File: src/rtl/freq_meter.sv
// rtl/freq_meter.sv - gated rising-edge frequency counter against the 50 MHz clock
// Optional period measurement output enabled by macro FREQ_METER_PERIOD_MEAS_EN.
module freq_meter #(
  parameter int GATE_CYCLES = 50000000,
  parameter int COUNT_W     = 32
) (
  input  logic               clk_50mHz,
  input  logic               rst,
  input  logic               en,
  input  logic               sig_in,
  output logic [COUNT_W-1:0] freq_count,
  output logic               freq_valid,
  output logic               freq_ovf,
`ifdef FREQ_METER_PERIOD_MEAS_EN
  output logic [COUNT_W-1:0] period_count,
  output logic               period_valid,
`endif
  output logic               busy
);

  localparam int GW = $clog2(GATE_CYCLES);
  localparam logic [GW-1:0] GATE_LAST = GW'(GATE_CYCLES - 1);
  localparam logic [COUNT_W-1:0] CNT_MAX = '1;

  typedef enum logic {IDLE, GATE} state_t;

  state_t             state;
  state_t             state_nxt;
  logic               s1, s2, s3;
  logic               rise;
  logic [GW-1:0]      gate_cnt;
  logic [COUNT_W-1:0] edge_cnt;
  logic               win_ovf;
  logic               counting;
  logic               win_close;
  logic               final_sat;
  logic [COUNT_W-1:0] close_count;

  assign rise      = s2 & ~s3;
  assign busy      = (state == GATE);
  assign counting  = (state == GATE) && en;
  assign win_close = counting && (gate_cnt == GATE_LAST);

  // A rise landing in the closing cycle still belongs to this window.
  assign final_sat   = rise && (edge_cnt == CNT_MAX);
  assign close_count = final_sat ? CNT_MAX : edge_cnt + {{(COUNT_W-1){1'b0}}, rise};

  always_ff @(posedge clk_50mHz) begin
    if (rst) begin
      state <= IDLE;
    end else begin
      state <= state_nxt;
    end
  end

  always_comb begin
    state_nxt = state;
    case (state)
      IDLE:    if (en)  state_nxt = GATE;
      GATE:    if (!en) state_nxt = IDLE;
      default: state_nxt = IDLE;
    endcase
  end

  always_ff @(posedge clk_50mHz) begin
    if (rst) begin
      s1         <= 1'b0;
      s2         <= 1'b0;
      s3         <= 1'b0;
      gate_cnt   <= '0;
      edge_cnt   <= '0;
      win_ovf    <= 1'b0;
      freq_count <= '0;
      freq_valid <= 1'b0;
      freq_ovf   <= 1'b0;
    end else begin
      s1         <= sig_in;
      s2         <= s1;
      s3         <= s2;
      freq_valid <= 1'b0;
      if (win_close) begin
        freq_count <= close_count;
        freq_ovf   <= win_ovf | final_sat;
        freq_valid <= 1'b1;
        gate_cnt   <= '0;
        edge_cnt   <= '0;
        win_ovf    <= 1'b0;
      end else if (counting) begin
        gate_cnt <= gate_cnt + GW'(1);
        if (rise) begin
          if (edge_cnt == CNT_MAX) begin
            win_ovf <= 1'b1;
          end else begin
            edge_cnt <= edge_cnt + COUNT_W'(1);
          end
        end
      end else begin
        // Idle or aborting: partial window is thrown away.
        gate_cnt <= '0;
        edge_cnt <= '0;
        win_ovf  <= 1'b0;
      end
    end
  end

`ifdef FREQ_METER_PERIOD_MEAS_EN
  logic [COUNT_W-1:0] per_cnt;
  logic               per_armed;

  always_ff @(posedge clk_50mHz) begin
    if (rst) begin
      per_cnt      <= '0;
      per_armed    <= 1'b0;
      period_count <= '0;
      period_valid <= 1'b0;
    end else begin
      period_valid <= 1'b0;
      if (counting) begin
        if (rise) begin
          // First rise of an enable session only arms the counter.
          if (per_armed) begin
            period_count <= (per_cnt == CNT_MAX) ? CNT_MAX : per_cnt + COUNT_W'(1);
            period_valid <= 1'b1;
          end
          per_armed <= 1'b1;
          per_cnt   <= '0;
        end else if (per_cnt != CNT_MAX) begin
          per_cnt <= per_cnt + COUNT_W'(1);
        end
      end else begin
        per_cnt   <= '0;
        per_armed <= 1'b0;
      end
    end
  end
`endif

endmodule

File: config.mk
export PLATFORM = sky130hd
export DESIGN_NAME = freq_meter
export DESIGN_NICKNAME = d
export VERILOG_FILES = /design/src/rtl/freq_meter.sv
export SDC_FILE = /design/constraint.sdc
export NUM_CORES = 1
export LEC_CHECK = 0
export BUFFER_PORTS_ARGS = -buffer_cell sky130_fd_sc_hd__buf_2
export CAP_MARGIN = 25
export CORE_ASPECT_RATIO = 0.7
export CORE_UTILIZATION = 30
export DETAILED_ROUTE_END_ITERATION = 7
export PLACE_DENSITY_LB_ADDON = 0.25
export SYNTH_ARGS = -nofsm -noshare
export SYNTH_HDL_FRONTEND = slang
export SYNTH_SLANG_ARGS = --single-unit
File: constraint.sdc
create_clock -name clk_50mHz -period 2.8 [get_ports clk_50mHz]
set_input_delay 0.42 -clock clk_50mHz [delete_from_list [all_inputs] [get_ports clk_50mHz]]
set_output_delay 0.42 -clock clk_50mHz [all_outputs]
set_load 0.005 [all_outputs]
# Yosys cells after proc, flatten, opt, wreduce, memory -nomap -nowiden
# Cells that the tools add are included.
# totals
input_bits,4
output_inout_bits,35
register_bits,97
# classes
n_bitwise,5
muxes,3
n_reduce_logical,6
addsub,3
n_eq_ne,2
# op_table
cell,count
adder 32 x 1 -> 32 bit,1
"adder 32 x 1 -> 32 bit, second input constant",1
"equality test 32 bit, second input constant",1
two-way mux 32 bit,1
"adder 26 x 1 -> 26 bit, second input constant",1
"equality test 26 bit, second input constant",1
AND reduction 2 bit,2
logical AND 1 bit,3
inverter 1 bit,3
OR reduction 3 bit,1
two-way mux 1 bit,2
AND 1 bit,1
bitwise OR 1 bit,1

# Longest topological paths before layout
# Gate-level depths: netlist (run 1).
# logic_depth
word_depth,4
ltp_mapped,9
ltp_nobuf,9

# Worst setup path after synthesis (run 1)
# Ideal clock, no wire load.
# synth_path
kind,register -> register
startpoint,register edge_cnt[14]
endpoint,register edge_cnt[19]
arrival_time_ns,1.934
period_less_slack_ns,2.049
path_stages_with_launch,9
required_time_ns,2.685
setup_ns,0.115
setup_slack_ns,0.751
path_cell_list,dfxtp_1 -> buf_2 -> nand3_1 -> or4_1 -> buf_4 -> nor4_4 -> buf_6 -> nor3_1 -> o21a_1
# synth_via
elab_chain_len,3
elab_cells_between_ends,4
# synth_rtl
item,line_no,source
from (decl),32,logic [COUNT_W-1:0] edge_cnt;
from (signal assigned),94,edge_cnt <= edge_cnt + COUNT_W'(1);
branches (longest 3 deep; another with adder 32 x 1 -> 32 bit),n/a,
# Parallel ways; which one is timed is not known.
# A chain may end at the register's enable or synchronous reset.

# Worst setup path after layout (run 1)
# layout_path
startpoint,register gate_cnt[9]
endpoint,register freq_count[2]
# layout_via
elab_chain_len,2
# layout_rtl
item,line_no,source
from (decl),31,logic [GW-1:0] gate_cnt;
from (signal assigned),89,gate_cnt <= gate_cnt + GW'(1);
equality test 26 bit,42,assign win_close = counting && (gate_cnt == GATE_LAST);
logical AND 1 bit,42,
to (signal assigned),82,freq_count <= close_count;
to (decl),11,"output logic [COUNT_W-1:0] freq_count,"
# Every way passes these cells.

==> flow_summary_export.csv, run 1 <==
group,metric,value,unit
finish,syn2layout_area_growth,14.8,%
synthesis,synth_nets,566,
finish,fillers,1658,
setup_path,crit_buf_inv,0,
clock_network,cts_tree,"done",
setup_path,worstSetupEndpointType,"flip-flop",
detailed_routing,routed_wl,12700,um
min_path,min_to,"busy$_SDFF_PP0_",
setup_path,slowest_stage,"nor2_4",
setup_path,critical_path_class,"flip-flop to flip-flop",
sta,period_share,0.919,
grt,antenna_found_initial,0,
setup_path,worstPathRequired,2.99,ns
detailed_routing,drtAntennaViolNets,0,
setup_path,rr_endpoint,"freq_count[2]$_SDFFE_PP0P_",
grt,top_usage_layer,"met1",
synthesis,synth_top_area_frac,0.403,
finish,final-seq-area,1940,sq um
sta,fin_hold_ws,0.317,ns
synthesis,synth_edf_count,0,
placed_design,port_buffers,38,
setup_path,r2r-start,"gate_cnt[9]$_SDFF_PP0_",
synthesis,synth-main-ff-cell,"dfxtp_1",
floorplan,die_area,16600,sq um
run_status,status,"finished, final reports clean",
detailed_routing,dr.pass1.iters,4,
setup_path,reg2reg_depth,5,
grt,grt_use_met2,0.215,
floorplan,initial_core_util,0.309,
finish,drive_gt1_frac,0.175,
synthesis,synth.distinct_cells,47,
detailed_routing,via_count,4205,
synthesis,synth_most_common_cell,"dfxtp_1",
sta,fin_crit,2.57,ns
setup_path,crit_fanout,27,
clock_network,root_buffer,"clkbuf_16",
synthesis,synth_area_leaders,"dfxtp_1, xor2_1, o21bai_1, nor2_1, xnor2_1",
finish,layout.cells.non_filler,801,
synthesis,ys_seq_area_frac,0.403,
detailed_routing,wl_per_cell,15.8,um
synthesis,ys_ff_latch,97,
grt,grt_first_pass_wirelength,20800,um
grt,grt_max_degree,40,
clock_network,htreeDepth,3,
grt,groute.usage.overall,0.161,
clock_network,cts_made_buffers,9,
power,power.density,471,nW/um^2
min_path,hold_depth,2,
floorplan,io_pins,39,
finish,multi_input_area,2660,sq um
sta,tightest_slew,0.853,ns
min_path,hold_start,"en",
floorplan,die_w,153,um
setup_path,cp.arrival,2.76,ns
setup_path,cpPeakStageDelay,0.69,ns
placed_design,hpwl,9420,um
detailed_routing,drc,0,
clock_network,cts_hold_buffers,0,
synthesis,syn_area,4810,sq um
floorplan,die_h,108,um
synthesis,avgSynthCellArea,8.63,sq um
power,vdd_drop_max,0.000291,V
clock_network,ctsLongestPathBuffers,2,
sta,final-setup-viol-count,0,
sta,finalHoldViolCount,0,
grt,globalRouteMet3Util,0.0385,
detailed_routing,viasPerCell,5.25,
sta,finalMaxSlewViolations,0,
clock_network,clk_latency,0.35,ns
synthesis,netlist_instances,558,
sta,skew,0.00889,ns
setup_path,path_cells,"or4b_1, nor4_2, nand2_1, nor2_4, a21oi_1",
grt,use_met1,0.249,
run,drv_cap,0,
finish,antenna_cells,0,
clock_network,post_cts_buffers,0,
sta,fin_setup_tns,0,ns
setup_path,path_delay_family,"simple AND/OR/NAND/NOR gates",
synthesis,yosys.area.top_type,"dfxtp_1",
grt,grt.overflow.total,0,
synthesis,async_flop_share,0,
clock_network,cts_sinks,97,
sta,rsz0062_at_grt,"no",
setup_path,rrSetupSlack,0.23,ns
floorplan,num_rows,38,
grt,grt_pass1_vias,3848,
min_path,worstHoldPathType,"input port to flip-flop",
power,total_power,2.60,mW
power,p_leak,1.92,nW
sta,clock.fmax,0.388,GHz
floorplan,coreArea,15600,sq um
detailed_routing,drtIter0Drc,350,
synthesis,synth_common_cells,"dfxtp_1, nor2_1, nand2_1, xor2_1, nand3_1",
placed_design,dp_cells,786,
sta,max_slew_margin,0.430,
clock_network,clk_pin_slew,0.07,ns
synthesis,ys.warnings.count,0,
setup_path,start_kind,"flip-flop",
finish,layout.nets,605,
placed_design,gp_congestion,0.907,
## worst max-delay path by stage
stage,from,endpoint,slack (ns),cells past startpoint
6_report,gate_cnt[9]$_SDFF_PP0_,freq_count[2]$_SDFFE_PP0P_,0.23,5
4_1_cts,gate_cnt[9]$_SDFF_PP0_,freq_count[2]$_SDFFE_PP0P_,0.17,5
3_3_place_gp,edge_cnt[15]$_SDFFE_PP0P_,freq_count[30]$_SDFFE_PP0P_,0.25,5
3_5_place_dp,gate_cnt[9]$_SDFF_PP0_,freq_count[2]$_SDFFE_PP0P_,0.18,5
2_1_floorplan,edge_cnt[14]$_SDFFE_PP0P_,edge_cnt[19]$_SDFFE_PP0P_,0.75,8
5_1_grt,gate_cnt[9]$_SDFF_PP0_,freq_count[4]$_SDFFE_PP0P_,0.02,5
## report_power, final
group	total (mW)	switching, mW	internal [mW]
combinational	0.0417	0.0250	0.0167
sequential	1.38	0.00140	1.38
clock	1.18	0.548	0.628
## stage by stage
stage               worst slack (ns)   util  instance area [sq um]
global route                  0.0193  0.354                   5520
floorplan                      0.751      -                   4810
finish                         0.226  0.354                   5520
detailed placement             0.181  0.336                   5240
CTS                            0.171  0.354                   5520
global placement               0.254  0.336                   5240
## cell type report
| cell class | count | area share |
|---|---|---|
| multi-input combinational | 420 | 0.481 |
| sequential | 97 | 0.352 |
| timing repair buffer | 61 | 0.0657 |
| tap | 200 | 0.0453 |
| clock buffer | 10 | 0.0433 |
| clock inverter | 5 | 0.00747 |
| inverter | 8 | 0.00544 |
## flip-flops by register name, summed over array words and instances (netlist names)
name	cells
win_ovf	1
freq_valid	1
s1	1
s3	1
edge_cnt	32
gate_cnt	26
freq_ovf	1
s2	1
freq_count	32
busy	1
## timing repair
| action | 4_1_cts | 5_1_grt |
|---|---|---|
| endpoints found under the setup margin | 0 | 1 |
| gates resized for setup | 0 | 1 |
| hold endpoints to repair | 0 | 0 |
## layout by cell type (no fill, tap or decap), types with 3 or more instances in the layout
cell       count
dfxtp_1       96
nor2_1        57
nand2_1       38
xor2_1        38
buf_2         38
nand3_1       34
nand4_1       32
o21bai_1      29
a21oi_1       27
xnor2_1       23
buf_4         23
nor3_1        20
a21oi_2       20
or3_1         17
o21ai_0       13
nor4_1        10
clkbuf_16      9
inv_1          8
or4_1          6
and4_1         5
o21ai_1        5
and3_1         4
o211ai_1       4
nor2b_1        4
ha_1           4
and2_1         3
o21a_1         3
## routing by layer
| layer | up-vias | wire, um |
|---|---|---|
| met1 | 2003 | 6990 |
| li1 | 2078 | - |
| met3 | 15 | 774 |
| met2 | 109 | 4760 |
| met4 | 0 | 148 |
| met5 | - | 0 |
## logic make-up (layout without fill, tap and decap cells)
logic type      count (synthesis)  count (layout)  share of synthesized area
simple gates                  241             241                      0.266
compound gates                112             112                      0.160
flops                          97              97                      0.403
xor+xnor                       61              61                      0.111
buf+inv                        41              84                     0.0444
fa+ha+maj                       4               4                     0.0104
mux                             2               2                    0.00416
(Power assumes the default switching activity.)
==> inputs of run 2 (changes only) <==
--- a/config.mk
+++ b/config.mk
@@ -14,3 +14,4 @@
 export SYNTH_ARGS = -nofsm -noshare
 export SYNTH_HDL_FRONTEND = slang
 export SYNTH_SLANG_ARGS = --single-unit
+export TNS_END_PERCENT = 1
==> constraint.sdc (replaced) <==
create_clock -name clk_50mHz -period 3.2 [get_ports clk_50mHz]
set_input_delay 0.48 -clock clk_50mHz [delete_from_list [all_inputs] [get_ports clk_50mHz]]
set_output_delay 0.48 -clock clk_50mHz [all_outputs]
set_load 0.02 [all_outputs]
==> run 2 against run 1 <==
Routed wire length is 0.47% lower; global-route usage is 0.29 points lower; combinational power decreased by 16%; fmax shrank 1.6%; critical path type unchanged.
==> flow_summary_export.csv, run 2 (synthesized netlist as in run 1, its figures left out) <==
group,metric,value,unit
run_status,status,"finished, final reports clean",
setup_path,worstPathRequired,3.39,ns
sta,finalMaxSlewViolations,0,
finish,drive_gt1_frac,0.154,
grt,groute.usage.overall,0.158,
clock_network,cts_sinks,97,
detailed_routing,viasPerCell,5.27,
sta,skew,0.00710,ns
sta,finalHoldViolCount,0,
sta,fin_ws,0.585,ns
placed_design,pre_cts_ws,0.547,ns
clock_network,htreeDepth,3,
detailed_routing,drc,0,
grt,grt_max_degree,40,
finish,top_regs,"edge_cnt (32), freq_count (32), gate_cnt (26)",
finish,antenna_cells,0,
power,power.density,447,nW/um^2
floorplan,coreArea,15600,sq um
finish,layout_commonest_cell,"dfxtp_1",
setup_path,slowest_stage,"nor2_4",
clock_network,post_cts_buffers,0,
floorplan,die_w,153,um
min_path,worstHoldPathType,"input port to flip-flop",
clock_network,cts_made_buffers,9,
sta,final-setup-viol-count,0,
detailed_routing,via_count,4172,
finish,syn2layout_area_growth,14.1,%
sta,tightest_slew,0.933,ns
setup_path,cpPeakStageDelay,0.73,ns
clock_network,cts_tree,"done",
finish,final-seq-area,1940,sq um
setup_path,cp.arrival,2.81,ns
sta,fin_setup_tns,0,ns
detailed_routing,drtIter0Drc,306,
finish,layout.cells.non_filler,791,
run,drv_cap,0,
sta,rsz0062_at_grt,"no",
grt,grt_first_pass_wirelength,20000,um
floorplan,initial_core_util,0.309,
power,total_power,2.45,mW
finish,stdcell_area,5490,sq um
floorplan,io_pins,39,
finish,final_cell_mix,"dfxtp_1, nor2_1, nand2_1, xor2_1, buf_2",
grt,antenna_found_initial,0,
finish,fillers,1615,
grt,grt_pass1_vias,3782,
finish,multi_input_area,2660,sq um
clock_network,ctsResizeCount,0,
sta,fin_hold_ws,0.370,ns
setup_path,path_cells,"or4b_1, nor4_2, nand2_1, nor2_4, a21oi_1",
setup_path,crit_fanout,27,
detailed_routing,routed_wl,12600,um
setup_path,start_kind,"flip-flop",
floorplan,die_area,16600,sq um
sta,max_slew_margin,0.373,
setup_path,critical_path_class,"flip-flop to flip-flop",
clock_network,clk_latency,0.35,ns
detailed_routing,dr.pass1.iters,5,
finish,final_util,0.352,
detailed_routing,wl_per_cell,15.9,um
clock_network,root_buffer,"clkbuf_16",
power,vdd_drop_max,0.000207,V
clock_network,ctsLongestPathBuffers,2,
sta,clock.fmax,0.382,GHz
sta,fin_crit,2.62,ns
clock_network,clk_pin_slew,0.07,ns
placed_design,dp_cells,776,
placed_design,place_area,5170,sq um
power,p_leak,1.90,nW
floorplan,num_rows,38,
floorplan,die_h,108,um
placed_design,port_buffers,38,
detailed_routing,drtAntennaViolNets,0,
placed_design,hpwl,9240,um
finish,layout.nets,595,
setup_path,worstSetupEndpointType,"flip-flop",
sta,period_share,0.817,
placed_design,gp_congestion,0.883,
clock_network,cts_hold_buffers,0,
grt,grt.overflow.total,0,
==> run 2: area by class of cell <==
class	count	share of cell area
multi-input combinational	420	0.484
sequential	97	0.353
inverter	8	0.00547
tap	200	0.0455
clock buffer	12	0.0430
clock inverter	3	0.0164
timing repair buffer	51	0.0524
==> run 2: critical path: cells and delay by family (launching register included) <==
family | cells | cell delay [ns]
and+or+nand+nor | 4 | 1.94
DFF | 1 | 0.35
AOI/OAI and AO/OA | 1 | 0.15
==> run 2: path summary, 6_finish.rpt <==
path	depth (start not counted)	slack [ns]	startpoint	endpoint
setup / recovery	5	0.58	gate_cnt[9]$_SDFF_PP0_	freq_count[7]$_SDFFE_PP0P_
setup reg to reg	5	0.58	gate_cnt[9]$_SDFF_PP0_	freq_count[7]$_SDFFE_PP0P_
hold reg to reg	1	0.44	s1$_SDFF_PP0_	s2$_SDFF_PP0_
hold / removal	2	0.37	sig_in	s1$_SDFF_PP0_
==> run 2: power by group <==
group	internal [mW]	switching [mW]
logic	0.0130	0.0220
registers	1.21	0.00119
clock network	0.760	0.447
total	1.98	0.470
==> run 2: per-layer routing <==
layer / global-route usage / wire (um) / vias to the layer above
li1: - / - / 2055
met1: 0.236 / 6760 / 1966
met2: 0.218 / 4940 / 130
met3: 0.0357 / 736 / 21
met4: 0.0543 / 179 / 0
met5: 0 / 0 / -
==> inputs of run 3 (changes only) <==
--- a/config.mk
+++ b/config.mk
@@ -5,6 +5,7 @@
 export SDC_FILE = /design/constraint.sdc
 export NUM_CORES = 1
 export LEC_CHECK = 0
+export ABC_AREA = 1
 export BUFFER_PORTS_ARGS = -buffer_cell sky130_fd_sc_hd__buf_2
 export CAP_MARGIN = 25
 export CORE_ASPECT_RATIO = 0.7
==> constraint.sdc (replaced) <==
create_clock -name clk_50mHz -period 2.7 [get_ports clk_50mHz]
set_input_delay 0.405 -clock clk_50mHz [delete_from_list [all_inputs] [get_ports clk_50mHz]]
set_output_delay 0.405 -clock clk_50mHz [all_outputs]
set_load 0.02 [all_outputs]
==> run 3 against run 2 <==
Routed wire length rose by 34%; first-iteration DRC count is 87% higher; synthesized cell count grew 50%; critical path type unchanged; final area grew 13%.
==> flow_summary_export.csv, run 3 <==
group,metric,value,unit
sta,finalMaxSlewViolations,0,
detailed_routing,viasPerCell,4.74,
placed_design,port_buffers,38,
clock_network,cts_hold_buffers,0,
finish,fillers,1883,
synthesis,synth_nets,845,
synthesis,syn_area,5460,sq um
clock_network,clk_pin_slew,0.08,ns
clock_network,ctsLongestPathBuffers,2,
sta,clock.fmax,0.471,GHz
sta,skew,0.0113,ns
clock_network,htreeDepth,3,
grt,grt.overflow.total,0,
sta,fin_setup_tns,0,ns
setup_path,critical_path_class,"flip-flop to flip-flop",
floorplan,die_h,115,um
synthesis,synth_edf_count,0,
detailed_routing,drtAntennaViolNets,0,
sta,max_slew_margin,0.421,
power,power.density,452,nW/um^2
placed_design,pre_cts_ws,0.569,ns
floorplan,die_w,163,um
sta,period_share,0.787,
setup_path,crit_fanout,26,
synthesis,avgSynthCellArea,6.52,sq um
clock_network,cts_tree,"done",
clock_network,cts_sinks,97,
finish,drive_gt1_frac,0.113,
sta,tightest_slew,0.867,ns
grt,grt_pass1_vias,4425,
floorplan,initial_core_util,0.313,
synthesis,synth_top_area_frac,0.356,
synthesis,yosys.area.top_type,"dfxtp_1",
clock_network,root_buffer,"clkbuf_16",
detailed_routing,dr.pass1.iters,7,
setup_path,cp.arrival,2.43,ns
detailed_routing,drtIter0Drc,573,
placed_design,dp_cells,1097,
floorplan,io_pins,39,
grt,groute.usage.overall,0.184,
sta,final-setup-viol-count,0,
power,vdd_drop_max,0.000260,V
finish,layout.cells.non_filler,1113,
synthesis,netlist_instances,837,
grt,grt_max_degree,35,
placed_design,hpwl,13000,um
finish,syn2layout_area_growth,13.5,%
synthesis,synth_most_common_cell,"nand2_1",
synthesis,synth_common_cells,"nand2_1, nor2_1, dfxtp_1, inv_1, nand3_1",
synthesis,async_flop_share,0,
finish,final_cell_mix,"nand2_1, nor2_1, dfxtp_1, inv_1, nand3_1",
grt,grt_first_pass_wirelength,25800,um
sta,fin_crit,2.13,ns
detailed_routing,wl_per_cell,15.2,um
synthesis,synth_area_leaders,"dfxtp_1, nand2_1, nor2_1, inv_1, xor2_1",
clock_network,cts_made_buffers,9,
finish,multi_input_area,3060,sq um
clock_network,post_cts_buffers,0,
detailed_routing,routed_wl,16900,um
detailed_routing,drc,0,
min_path,worstHoldPathType,"input port to flip-flop",
synthesis,ys_ff_latch,97,
sta,finalHoldViolCount,0,
finish,antenna_cells,0,
floorplan,coreArea,17500,sq um
sta,fin_ws,0.575,ns
run,drv_cap,0,
placed_design,gp_congestion,0.947,
synthesis,synth-main-ff-cell,"dfxtp_1",
synthesis,ys.warnings.count,0,
finish,top_regs,"edge_cnt (32), freq_count (32), gate_cnt (26)",
sta,rsz0062_at_grt,"no",
setup_path,start_kind,"flip-flop",
finish,stdcell_area,6200,sq um
finish,layout.nets,885,
finish,layout_commonest_cell,"nand2_1",
grt,antenna_found_initial,0,
run_status,status,"finished, final reports clean",
floorplan,num_rows,40,
clock_network,ctsResizeCount,0,
synthesis,ys_seq_area_frac,0.356,
setup_path,worstPathRequired,3.00,ns
power,p_leak,2.33,nW
placed_design,place_area,5890,sq um
detailed_routing,via_count,5275,
synthesis,synth.distinct_cells,35,
floorplan,die_area,18800,sq um
finish,final-seq-area,1940,sq um
clock_network,clk_latency,0.36,ns
setup_path,worstSetupEndpointType,"flip-flop",
==> run 3: cell types whose count changed after synthesis, moves of 11 or more <==
cell,previous run,this run
nor2_1,57,157
o21bai_1,29,0
xor2_1,38,27
nand4_1,32,20
o21ai_0,13,36
nand2_1,38,239
a21oi_1,27,42
xnor2_1,23,8
or3_1,17,0
inv_1,8,81
==> run 3: where the power goes <==
part	switching (mW)	internal, mW
registers	0.00140	1.43
logic	0.0363	0.0104
clock network	0.647	0.672
==> run 3: logic make-up (layout without fill, tap and decap cells) <==
logic type	Yosys count	after routing	share of synthesized area
compound gates	89	89	0.0884
xor+xnor	35	35	0.0561
flops	97	97	0.356
simple gates	507	507	0.407
buf+inv	105	150	0.0832
fa+ha+maj	4	4	0.00917
==> run 3: worst max-delay path, stage by stage, from the launching register on <==
cell	delay [ns]
dfxtp_1	0.35
ha_1	0.27
nand3_2	0.16
nor2_4	0.19
nand4_1	0.16
nor2_4	0.30
buf_4	0.33
o21ai_0	0.15
a21oi_2	0.15
==> run 3: per-layer routing <==
metal  GRT usage  up-vias  wire, um
li1            -     2726         -
met1       0.314     2342      9660
met2       0.204      200      5470
met3      0.0563        7      1710
met4      0.0368        0        67
met5           0        -         0
==> run 3: final timing paths <==
path | start | to | slack, ns | cells after the start
min reg2reg | s1$_SDFF_PP0_ | s2$_SDFF_PP0_ | 0.45 | 2
min | sig_in | s1$_SDFF_PP0_ | 0.25 | 3
max reg2reg | gate_cnt[0]$_SDFF_PP0_ | freq_count[7]$_SDFFE_PP0P_ | 0.57 | 8
max | gate_cnt[0]$_SDFF_PP0_ | freq_count[7]$_SDFFE_PP0P_ | 0.57 | 8
==> run 3: final cells by class <==
class	instances	share of cell area
clock buffers	10	0.0386
clock inverters	6	0.0101
inverters	85	0.0527
multi-input cells	635	0.495
flip-flops and latches	97	0.313
well taps	231	0.0466
repair buffers	49	0.0440
==> run 3: metrics by stage <==
stage                     utilization  hold WS (ns)  power [mW]
after global placement          0.337         0.427        1.51
after detailed placement        0.337         0.420        1.51
after floorplan                     -         0.388        1.50
after CTS                       0.355         0.246        2.82
final                           0.355         0.254        2.80
after global routing            0.355         0.258        2.88
